### src/rtl/axi4_rd_arbiter.sv
// axi4_rd_arbiter: 2:1 round-robin AXI4 read arbiter (AR+R), one outstanding burst; optional AXI4_RD_ARB_BEAT_CHECK_EN adds ERR_RLAST
module axi4_rd_arbiter #(
  parameter int ADDR_WIDTH = 32,
  parameter int DATA_WIDTH = 32
) (
  input  logic                    ACLK,
  input  logic                    ARESETN,
  input  logic [2*ADDR_WIDTH-1:0] S_ARADDR,
  input  logic [15:0]             S_ARLEN,
  input  logic [5:0]              S_ARSIZE,
  input  logic [3:0]              S_ARBURST,
  input  logic [1:0]              S_ARVALID,
  output logic [1:0]              S_ARREADY,
  output logic [2*DATA_WIDTH-1:0] S_RDATA,
  output logic [3:0]              S_RRESP,
  output logic [1:0]              S_RLAST,
  output logic [1:0]              S_RVALID,
  input  logic [1:0]              S_RREADY,
  output logic [ADDR_WIDTH-1:0]   M_ARADDR,
  output logic [7:0]              M_ARLEN,
  output logic [2:0]              M_ARSIZE,
  output logic [1:0]              M_ARBURST,
  output logic                    M_ARVALID,
  input  logic                    M_ARREADY,
  input  logic [DATA_WIDTH-1:0]   M_RDATA,
  input  logic [1:0]              M_RRESP,
  input  logic                    M_RLAST,
  input  logic                    M_RVALID,
  output logic                    M_RREADY
`ifdef AXI4_RD_ARB_BEAT_CHECK_EN
  ,
  output logic                    ERR_RLAST
`endif
);
  typedef enum logic [1:0] {IDLE, AR_FWD, R_FWD} state_t;
  state_t state, state_n;
  logic g, g_n, lg, lg_n, ar, r;
  assign ar = state == AR_FWD;
  assign r  = state == R_FWD;
  // state, grant and last-served registers; lg=1 lets master 0 win the first tie
  always_ff @(posedge ACLK) begin
    if (!ARESETN) begin
      state <= IDLE;
      g     <= 1'b0;
      lg    <= 1'b1;
    end else begin
      state <= state_n;
      g     <= g_n;
      lg    <= lg_n;
    end
  end
  // arbitration in IDLE, AR handshake exit, RLAST handshake exit
  always_comb begin
    state_n = state;
    g_n     = g;
    lg_n    = lg;
    if (state == IDLE && |S_ARVALID) begin
      g_n     = &S_ARVALID ? ~lg : S_ARVALID[1];
      state_n = AR_FWD;
    end else if (ar && M_ARVALID && M_ARREADY) begin
      state_n = R_FWD;
    end else if (r && M_RVALID && M_RREADY && M_RLAST) begin
      lg_n    = g;
      state_n = IDLE;
    end
  end
  // route the granted master's AR to the slave and the slave's R back to it
  always_comb begin
    M_ARADDR   = ar ? (g ? S_ARADDR[2*ADDR_WIDTH-1:ADDR_WIDTH] : S_ARADDR[ADDR_WIDTH-1:0]) : '0;
    M_ARLEN    = ar ? (g ? S_ARLEN[15:8] : S_ARLEN[7:0]) : '0;
    M_ARSIZE   = ar ? (g ? S_ARSIZE[5:3] : S_ARSIZE[2:0]) : '0;
    M_ARBURST  = ar ? (g ? S_ARBURST[3:2] : S_ARBURST[1:0]) : '0;
    M_ARVALID  = ar & S_ARVALID[g];
    M_RREADY   = r & S_RREADY[g];
    S_ARREADY  = '0;
    S_RVALID   = '0;
    S_RLAST    = '0;
    S_RDATA    = '0;
    S_RRESP    = '0;
    S_ARREADY[g] = ar & M_ARREADY;
    S_RVALID[g]  = r & M_RVALID;
    S_RLAST[g]   = r & M_RLAST;
    if (r && g) begin
      S_RDATA[2*DATA_WIDTH-1:DATA_WIDTH] = M_RDATA;
      S_RRESP[3:2] = M_RRESP;
    end else if (r) begin
      S_RDATA[DATA_WIDTH-1:0] = M_RDATA;
      S_RRESP[1:0] = M_RRESP;
    end
  end
`ifdef AXI4_RD_ARB_BEAT_CHECK_EN
  logic [7:0] cnt, len;
  // latch ARLEN at AR handshake, count R beats, flag RLAST/count disagreement for one cycle
  always_ff @(posedge ACLK) begin
    if (!ARESETN) begin
      cnt       <= '0;
      len       <= '0;
      ERR_RLAST <= 1'b0;
    end else begin
      ERR_RLAST <= 1'b0;
      if (M_ARVALID && M_ARREADY) begin
        len <= M_ARLEN;
        cnt <= '0;
      end
      if (M_RREADY && M_RVALID) begin
        cnt       <= cnt + 8'd1;
        ERR_RLAST <= M_RLAST != (cnt == len);
      end
    end
  end
`endif
endmodule
### config.mk
export PLATFORM = sky130hd
export DESIGN_NAME = axi4_rd_arbiter
export DESIGN_NICKNAME = d
export VERILOG_FILES = /design/src/rtl/axi4_rd_arbiter.sv
export SDC_FILE = /design/constraint.sdc
export NUM_CORES = 1
export LEC_CHECK = 0
export CORE_AREA = 2 2 99 101
export CTS_CLUSTER_DIAMETER = 30
export CTS_CLUSTER_SIZE = 25
export DETAILED_ROUTE_END_ITERATION = 12
export DIE_AREA = 0 0 101 103
export PLACE_DENSITY = 0.75
export SYNTH_ARGS = -nofsm -noshare
export SYNTH_HDL_FRONTEND = slang
export SYNTH_SLANG_ARGS = --single-unit
### constraint.sdc
create_clock -name ACLK -period 1.65 [get_ports ACLK]
set_input_delay 0.33 -clock ACLK [delete_from_list [all_inputs] [get_ports ACLK]]
set_output_delay 0.33 -clock ACLK [all_outputs]
set_load 0.02 [all_outputs]
After elaboration in Yosys (flattened, before gate mapping) --
Index checks and enable logic that the tools add are counted.
Operators by class: reductions and logical operators 15, $add $sub $neg 0, shift operators 0, bitwise logic cells 12, muxes and demuxes 24, equal/unequal tests 2, $lt $le $gt $ge 2, divide/modulo/power cells 0, multiply operators 0
Operators by type and width (number):
- 32-bit two-way mux | 5
- 8-bit two-way mux | 2
- 2-bit two-way mux | 7
- 1-bit logical AND | 8
- 1-bit two-way mux | 7
- 2-bit AND | 3
- 3-bit two-way mux | 2
- 1-bit AND | 5
- 1-bit inverter | 4
- 2-bit OR reduction | 2
- 3-bit AND reduction | 1
- 3-bit nonzero test | 1
- 2-bit by 1-bit equality test with 1-bit output (second input constant) | 1
- 2-bit equality test (second input constant) | 1
- 2-bit logical NOT | 1
- 1-bit by 2-bit < comparator with 1-bit output (second input constant) | 1
- 2-bit AND reduction | 1
- 2-bit nonzero test | 1
- 1-bit demux with 1-bit select | 1
- 1-bit greater-or-equal comparator (second input constant) | 1
Storage, ports and cells: bits in latches 0, input bits 133, word-level logic and storage cells 59, memories 0, flip-flop bits (word level) 4, RAM bits 0, output and inout port bits 121, bits in read-only memories 0

Depth between registers and ports, before layout --
Gate-level depths: netlist of the first run.
word-level depth 8, gate-level depth with buffers 5, mapped depth without buffers 3

Worst setup path after synthesis of the first run --
OpenSTA, ideal clock, no wires.
kind register -> output, start point register g, end point output port M_ARADDR[10], data arrival time 1.190 ns, path buffers 3, slack 0.130 ns, cell stages (with the launch flop) 6, data required time 1.320 ns, cells stage by stage dfxtp_1 -> buf_4 -> buf_4 -> buf_4 -> mux2i_1 -> nor2_1
On the way: longest elaborated chain between the ends 2
Ends and longest elaborated chain:
- from (decl) | line 37 | logic g, g_n, lg, lg_n, ar, r;
- from (signal assigned) | line 48 | g <= g_n;
- 32-bit two-way mux (2 in a row) | line 69 | M_ARADDR = ar ? (g ? S_ARADDR[2*ADDR_WIDTH-1:ADDR_WIDTH] : S_ARADDR[ADDR_WIDTH-1:0]) : '0;
- to (decl) | line 19 | output logic [ADDR_WIDTH-1:0] M_ARADDR,
Every way passes these cells.

Worst setup path in the final report of the first run --
start point register g, end point output port M_ARADDR[27]
Same word-level chain as after synthesis.

==> results of run 1 <==
worst min path at each step:
stage          startpoint  endpoint  slack [ns]
2_1_floorplan     ARESETN        lg        0.42
3_3_place_gp           lg        lg        0.49
3_5_place_dp           lg        lg        0.52
4_1_cts                lg        lg        0.52
5_1_grt                lg        lg        0.56
6_report               lg        lg        0.52
cells by family (layout without fill, tap and decap cells):
kind of cell | Yosys count | in the layout | synth area share
and+or+nand+nor | 137 | 137 | 0.514
DFF | 4 | 4 | 0.0558
AOI/OAI and AO/OA | 7 | 7 | 0.0357
muxes | 47 | 47 | 0.328
buffers and inverters | 18 | 298 | 0.0671
timing repair:
action | in CTS | in global routing
gates resized for setup | 620 | 88
hold buffers | 0 | 0
cloned | 7 | 1
buffers inserted | 7 | 4
pin swaps | 17 | 16
setup endpoints to repair | 118 | 112
metal layers:
layer,wire [microns],part of all wire,vias to the layer above
met1,2920,0.31,1167
met5,0,0,-
li1,-,-,1254
met3,1030,0.11,4
met4,70,0.0075,0
met2,5330,0.57,158
power breakdown:
part | switching (mW) | internal (mW) | total, mW | leakage [nW]
clock | 0.0451 | 0.155 | 0.200 | 0.0216
combinational | 0.455 | 0.639 | 1.09 | 2.07
sequential | 0.00913 | 0.103 | 0.112 | 0.0341
per-stage QoR:
step / utilization / cell area, sq um
finish: 0.501 / 4740
global route: 0.501 / 4740
CTS: 0.474 / 4490
detailed placement: 0.458 / 4330
global placement: 0.458 / 4330
floorplan: - / 1440
final cells by class:
class	count	area, sq um	area share
clock buffer	3	41.3	0.00871
inverter	1	3.75	0.000792
multi-input combinational	191	1430	0.302
sequential	4	86.3	0.0182
tap	114	143	0.0301
timing repair buffer	294	3040	0.641
layout by cell type (no fill, tap or decap), drive strengths merged, types with 2 or more instances in the layout:
cell type        n
and2            72
clkbuf           4
nand2            4
nor2            54
dfxtp            4
clkdlybuf4s50  132
buf            161
nand2b           2
o31ai            2
mux2i           47
registers in the layout, summed over array words and instances (netlist names):
name,flops
g,1
state,2
lg,1
critical path: cells and delay by family (launching register included):
family	cells	cell delay [ns]
muxes	1	0.22
and+or+nand+nor	1	0.07
buffers and inverters	4	0.50
DFF	1	0.41
==> qor.txt, run 1 <==
CTS tree - built
Synthesized net count - 346
Slowest cell delay on critical path - 0.41 ns
Global Route met2 Usage - 0.336
Synth top area cells - mux2i_1, and2_1, nor2_1
Violated checks - negative setup slack
Nets - 628
Static Leakage - 2.13 nW
Placed insts - 589
GRT met1 Usage - 0.146
Clk pin slew, worst setup/hold paths - 0.03 ns
Clk buf depth - 2
Setup-failing EPs final - 59
Drt wl/cell - 15.4 microns
Setup TNS - -1.65 ns
Detailed Place HPWL - 7.20 mm
CP endpoint kind - primary output
Setup CP Type - reg -> out
Vias per cell - 4.26
Root Driver - clkbuf_8
Top_reg_cell synth - dfxtp_1
Die width - 101 microns
CP max-delay cell - dfxtp_4
CORE AREA - 9460 sq um
# rows - 36
CP Cell Sequence - buf_12, buf_16, buf_8, mux2i_2, nor2_1, buf_4
Global-route wire length before repair - 12.8 mm
Worst r2r path cells - 5
Max cap viols - 0
Max-slew violations - 0
Required @ worst endpoint - 1.32 ns
Synth top area share - 0.328
Grt ovf - 0
WP data arrival - 1.41 ns
Yosys cell types - 23
R2r endpoint - lg
HP Class - reg -> reg
R2R Setup Slk - 0.31 ns
Drt initial violations - 28
Share of cells above drive strength 1 - 0.471
Power after layout - 1.41 mW
Yosys warnings - 0
Clock buffer count from CTS - 3
IO Port Bufs - 253
Worst skew pair latency - 0.21 ns
Ys async rst share - 0
Hold depth - 2
Height of the die - 103 microns
H-tree depth - 1
Worst Setup Slack, final - -0.0897 ns
Crit-path max FO - 6
Diodes inserted - 0
Antenna Nets Post-Route - 0
Status - finished, violations left
Crit path time final - 1.74 ns
Final Hold Vio Count - 0
Maximum clock rate - 575 MHz
Final Non-Filler Cells - 607
Antenna violations before repair - 0
Most instantiated cells after synthesis - and2_1, nor2_1, mux2i_1
Top-count cell post-synth - and2_1
Die area - 10400 sq um
DRC Markers - 0
CP Launch Type - flop
Vias - 2583
Area leader, netlist - mux2i_1
Fillers - 890
Crit Reg-Reg Startpoint - state[0]
M3 GR Usage - 0.0400
Mean post-synth cell area - 6.74 sq um
Starting Density - 0.152
Busiest grt layer - met2
Hold slack - 0.516 ns
Worst Setup EP - M_ARADDR[27]
Register area share after synthesis - 0.0558
CTS sink cnt - 4
Clk_skew - 0.00278 ns
Slew HR - 0.839
Synth Register Bits - 4
Cell Pwr Density - 297 nW/um^2
RSZ-0062 raised after global routing - true
Routed wire length - 9.35 mm
Start point of the critical path - g
IO Pins - 254
Gr usage total - 0.155
EDFF count, synth - 0
VDD IR max - 0.000196 V
Largest net degree at the start of global routing - 47
Worst Tran Pin Value - 0.240 ns
DRT Pass-1 Iters - 4
Layout area overhead - 230%
GPL Wtd Cong - 0.844
Dpl ws - -0.332 ns
Post-Syn Area - 1440 sq um
Post-synthesis cell count - 213
Share of the clock period used by the worst path after layout - 1.05
Vias in the first global route - 2625
Note: power is estimated with default switching activity, not from simulation.
==> run 2: changes to the inputs <==
==> constraint.sdc (replaced) <==
create_clock -name ACLK -period 1.65 [get_ports ACLK]
set_input_delay 0.4125 -clock ACLK [delete_from_list [all_inputs] [get_ports ACLK]]
set_output_delay 0.4125 -clock ACLK [all_outputs]
set_load 0.02 [all_outputs]
==> qor.txt, run 2 (same netlist as run 1, synthesis figures left out) <==
Status - finished, violations left (unchanged)
Violated checks - negative setup slack (unchanged)
Slew HR - 0.858 (was 0.839)
Detailed Place HPWL - 7.04 mm (was 7.20 mm)
Cell Pwr Density - 311 nW/um^2 (was 297 nW/um^2)
IO Port Bufs - 253 (unchanged)
CTS tree - built (unchanged)
Layout area overhead - 221% (was 230%)
Setup-failing EPs final - 121 (was 59)
CORE AREA - 9460 sq um (unchanged)
Reg with most FFs - state (unchanged)
Setup TNS - -13.50 ns (was -1.65 ns)
Clk_skew - 0.00237 ns (was 0.00278 ns)
CTS sink cnt - 4 (unchanged)
Final Hold Vio Count - 0 (unchanged)
Die area - 10400 sq um (unchanged)
Worst Path Buf+Inv - 3 (was 4)
DRT Pass-1 Iters - 4 (unchanged)
DRC Markers - 0 (unchanged)
Diodes inserted - 0 (unchanged)
# rows - 36 (unchanged)
Setup CP Type - reg -> out (unchanged)
CP max-delay cell - dfxtp_2 (was dfxtp_4)
Crit path time final - 1.82 ns (was 1.74 ns)
Static Leakage - 2.11 nW (was 2.13 nW)
Worst Tran Pin Value - 0.212 ns (was 0.240 ns)
Biggest regs - state x2, g x1, lg x1 (unchanged)
Commonest non-fill, non-tap cells in the layout - clkdlybuf4s50_1, buf_4, nor2_1, buf_6, mux2i_1 (was clkdlybuf4s50_1, buf_6, nor2_1, and2_4, buf_4)
Share of cells above drive strength 1 - 0.442 (was 0.471)
Antenna violations before repair - 0 (unchanged)
IO Pins - 254 (unchanged)
Hold slack - 0.522 ns (was 0.516 ns)
Largest net degree at the start of global routing - 47 (unchanged)
Worst path depth - 6 (unchanged)
Share of the clock period used by the worst path after layout - 1.11 (was 1.05)
Worst Setup Slack, final - -0.174 ns (was -0.0897 ns)
Vias per cell - 4.20 (was 4.26)
RSZ-0062 raised after global routing - true (unchanged)
Die width - 101 microns (unchanged)
HP Class - reg -> reg (unchanged)
Gr usage total - 0.138 (was 0.155)
Delay-heaviest family, CP - simple AND/OR/NAND/NOR gates (was buffers and inverters)
Most common cell after layout, fill and taps aside - clkdlybuf4s50_1 (unchanged)
Grt ovf - 0 (unchanged)
Starting Density - 0.152 (unchanged)
Routed wire length - 9.50 mm (was 9.35 mm)
Dpl ws - -0.479 ns (was -0.332 ns)
WP data arrival - 1.41 ns (about the same)
Root Driver - clkbuf_8 (unchanged)
Maximum clock rate - 548 MHz (was 575 MHz)
CP Cell Sequence - nand2b_4, nor2_4, buf_12, clkbuf_16, and2_4, buf_6 (was buf_12, buf_16, buf_8, mux2i_2, nor2_1, buf_4)
Required @ worst endpoint - 1.24 ns (was 1.32 ns)
Drt wl/cell - 15.6 microns (was 15.4 microns)
Worst skew pair latency - 0.22 ns (was 0.21 ns)
Global-route wire length before repair - 11.5 mm (was 12.8 mm)
Max-slew violations - 0 (unchanged)
Drt initial violations - 25 (was 28)
CP endpoint kind - primary output (unchanged)
Max cap viols - 0 (unchanged)
Worst r2r path cells - 6 (was 5)
Clk buf depth - 2 (unchanged)
Power after layout - 1.43 mW (was 1.41 mW)
Vias - 2560 (was 2583)
Nets - 630 (was 628)
Clock buffer count from CTS - 3 (unchanged)
Height of the die - 103 microns (unchanged)
Clk pin slew, worst setup/hold paths - 0.03 ns (about the same)
GPL Wtd Cong - 0.813 (was 0.844)
Slowest cell delay on critical path - 0.32 ns (was 0.41 ns)
Hold depth - 2 (unchanged)
Max reg flops - 2 (unchanged)
CP Launch Type - flop (unchanged)
Vias in the first global route - 2367 (was 2625)
Crit-path max FO - 7 (was 6)
VDD IR max - 0.000181 V (was 0.000196 V)
Antenna Nets Post-Route - 0 (unchanged)
H-tree depth - 1 (unchanged)
[run 2: cell count changes in the layout (fill, tap and decap cells not counted), moves of 2 or more]
cell / change
clkbuf_16: +4
and2_4: -13
buf_2: +2
and2_1: +13
buf_4: +23
buf_6: -22
buf_16: -4
[run 2: cell type report]
class	instances	area (sq um)
Multi-Input combinational cell	191	1390
Tap cell	114	143
Timing Repair Buffer	296	2940
Clock buffer	3	41.3
Inverter	1	3.75
Sequential cell	4	86.3
Fill cell	911	4850
[run 2: through the flow]
step / cell area (sq um) / utilization / instances
4_1_cts: 4220 / 0.446 / 595
6_report: 4610 / 0.487 / 609
3_5_place_dp: 4320 / 0.456 / 589
2_1_floorplan: 1440 / - / 213
3_3_place_gp: 4320 / 0.456 / 589
5_1_grt: 4610 / 0.487 / 609
[run 2: per-layer routing]
layer / vias to the layer above / routed length (microns) / GRT usage
met3: 13 / 964 / 0.0312
met1: 1126 / 3110 / 0.138
met5: - / 0 / 0
li1: 1256 / - / -
met2: 165 / 5240 / 0.287
met4: 0 / 186 / 0.0312
[run 2: report_power, final]
group          switching [mW]  leakage [nW]  internal (mW)
registers              0.0103        0.0341          0.103
logic                   0.456          2.05          0.652
clock network          0.0548        0.0216          0.156
[run 2: repair_timing]
item	4_1_cts	5_1_grt
cloned	1	8
buffers inserted	2	6
endpoints found under the setup margin	121	121
gates resized for setup	476	184
hold buffers	0	0
pin swaps	0	31
[run 2: path summary, 6_finish.rpt]
| check | from | to | slack (ns) |
|---|---|---|---|
| worst max-delay path | state[0] | S_RDATA[26] | -0.17 |
| worst max register to register | g | lg | 0.08 |
| worst min register to register | lg | lg | 0.52 |
| worst min-delay path | lg | lg | 0.52 |
[run 2: worst register-to-register path, stage by stage, from the launching register on]
cell      delay [ns]
dfxtp_4         0.39
buf_4           0.15
buf_6           0.12
mux2i_4         0.18
buf_4           0.14
or3_1           0.34
o211ai_1        0.17
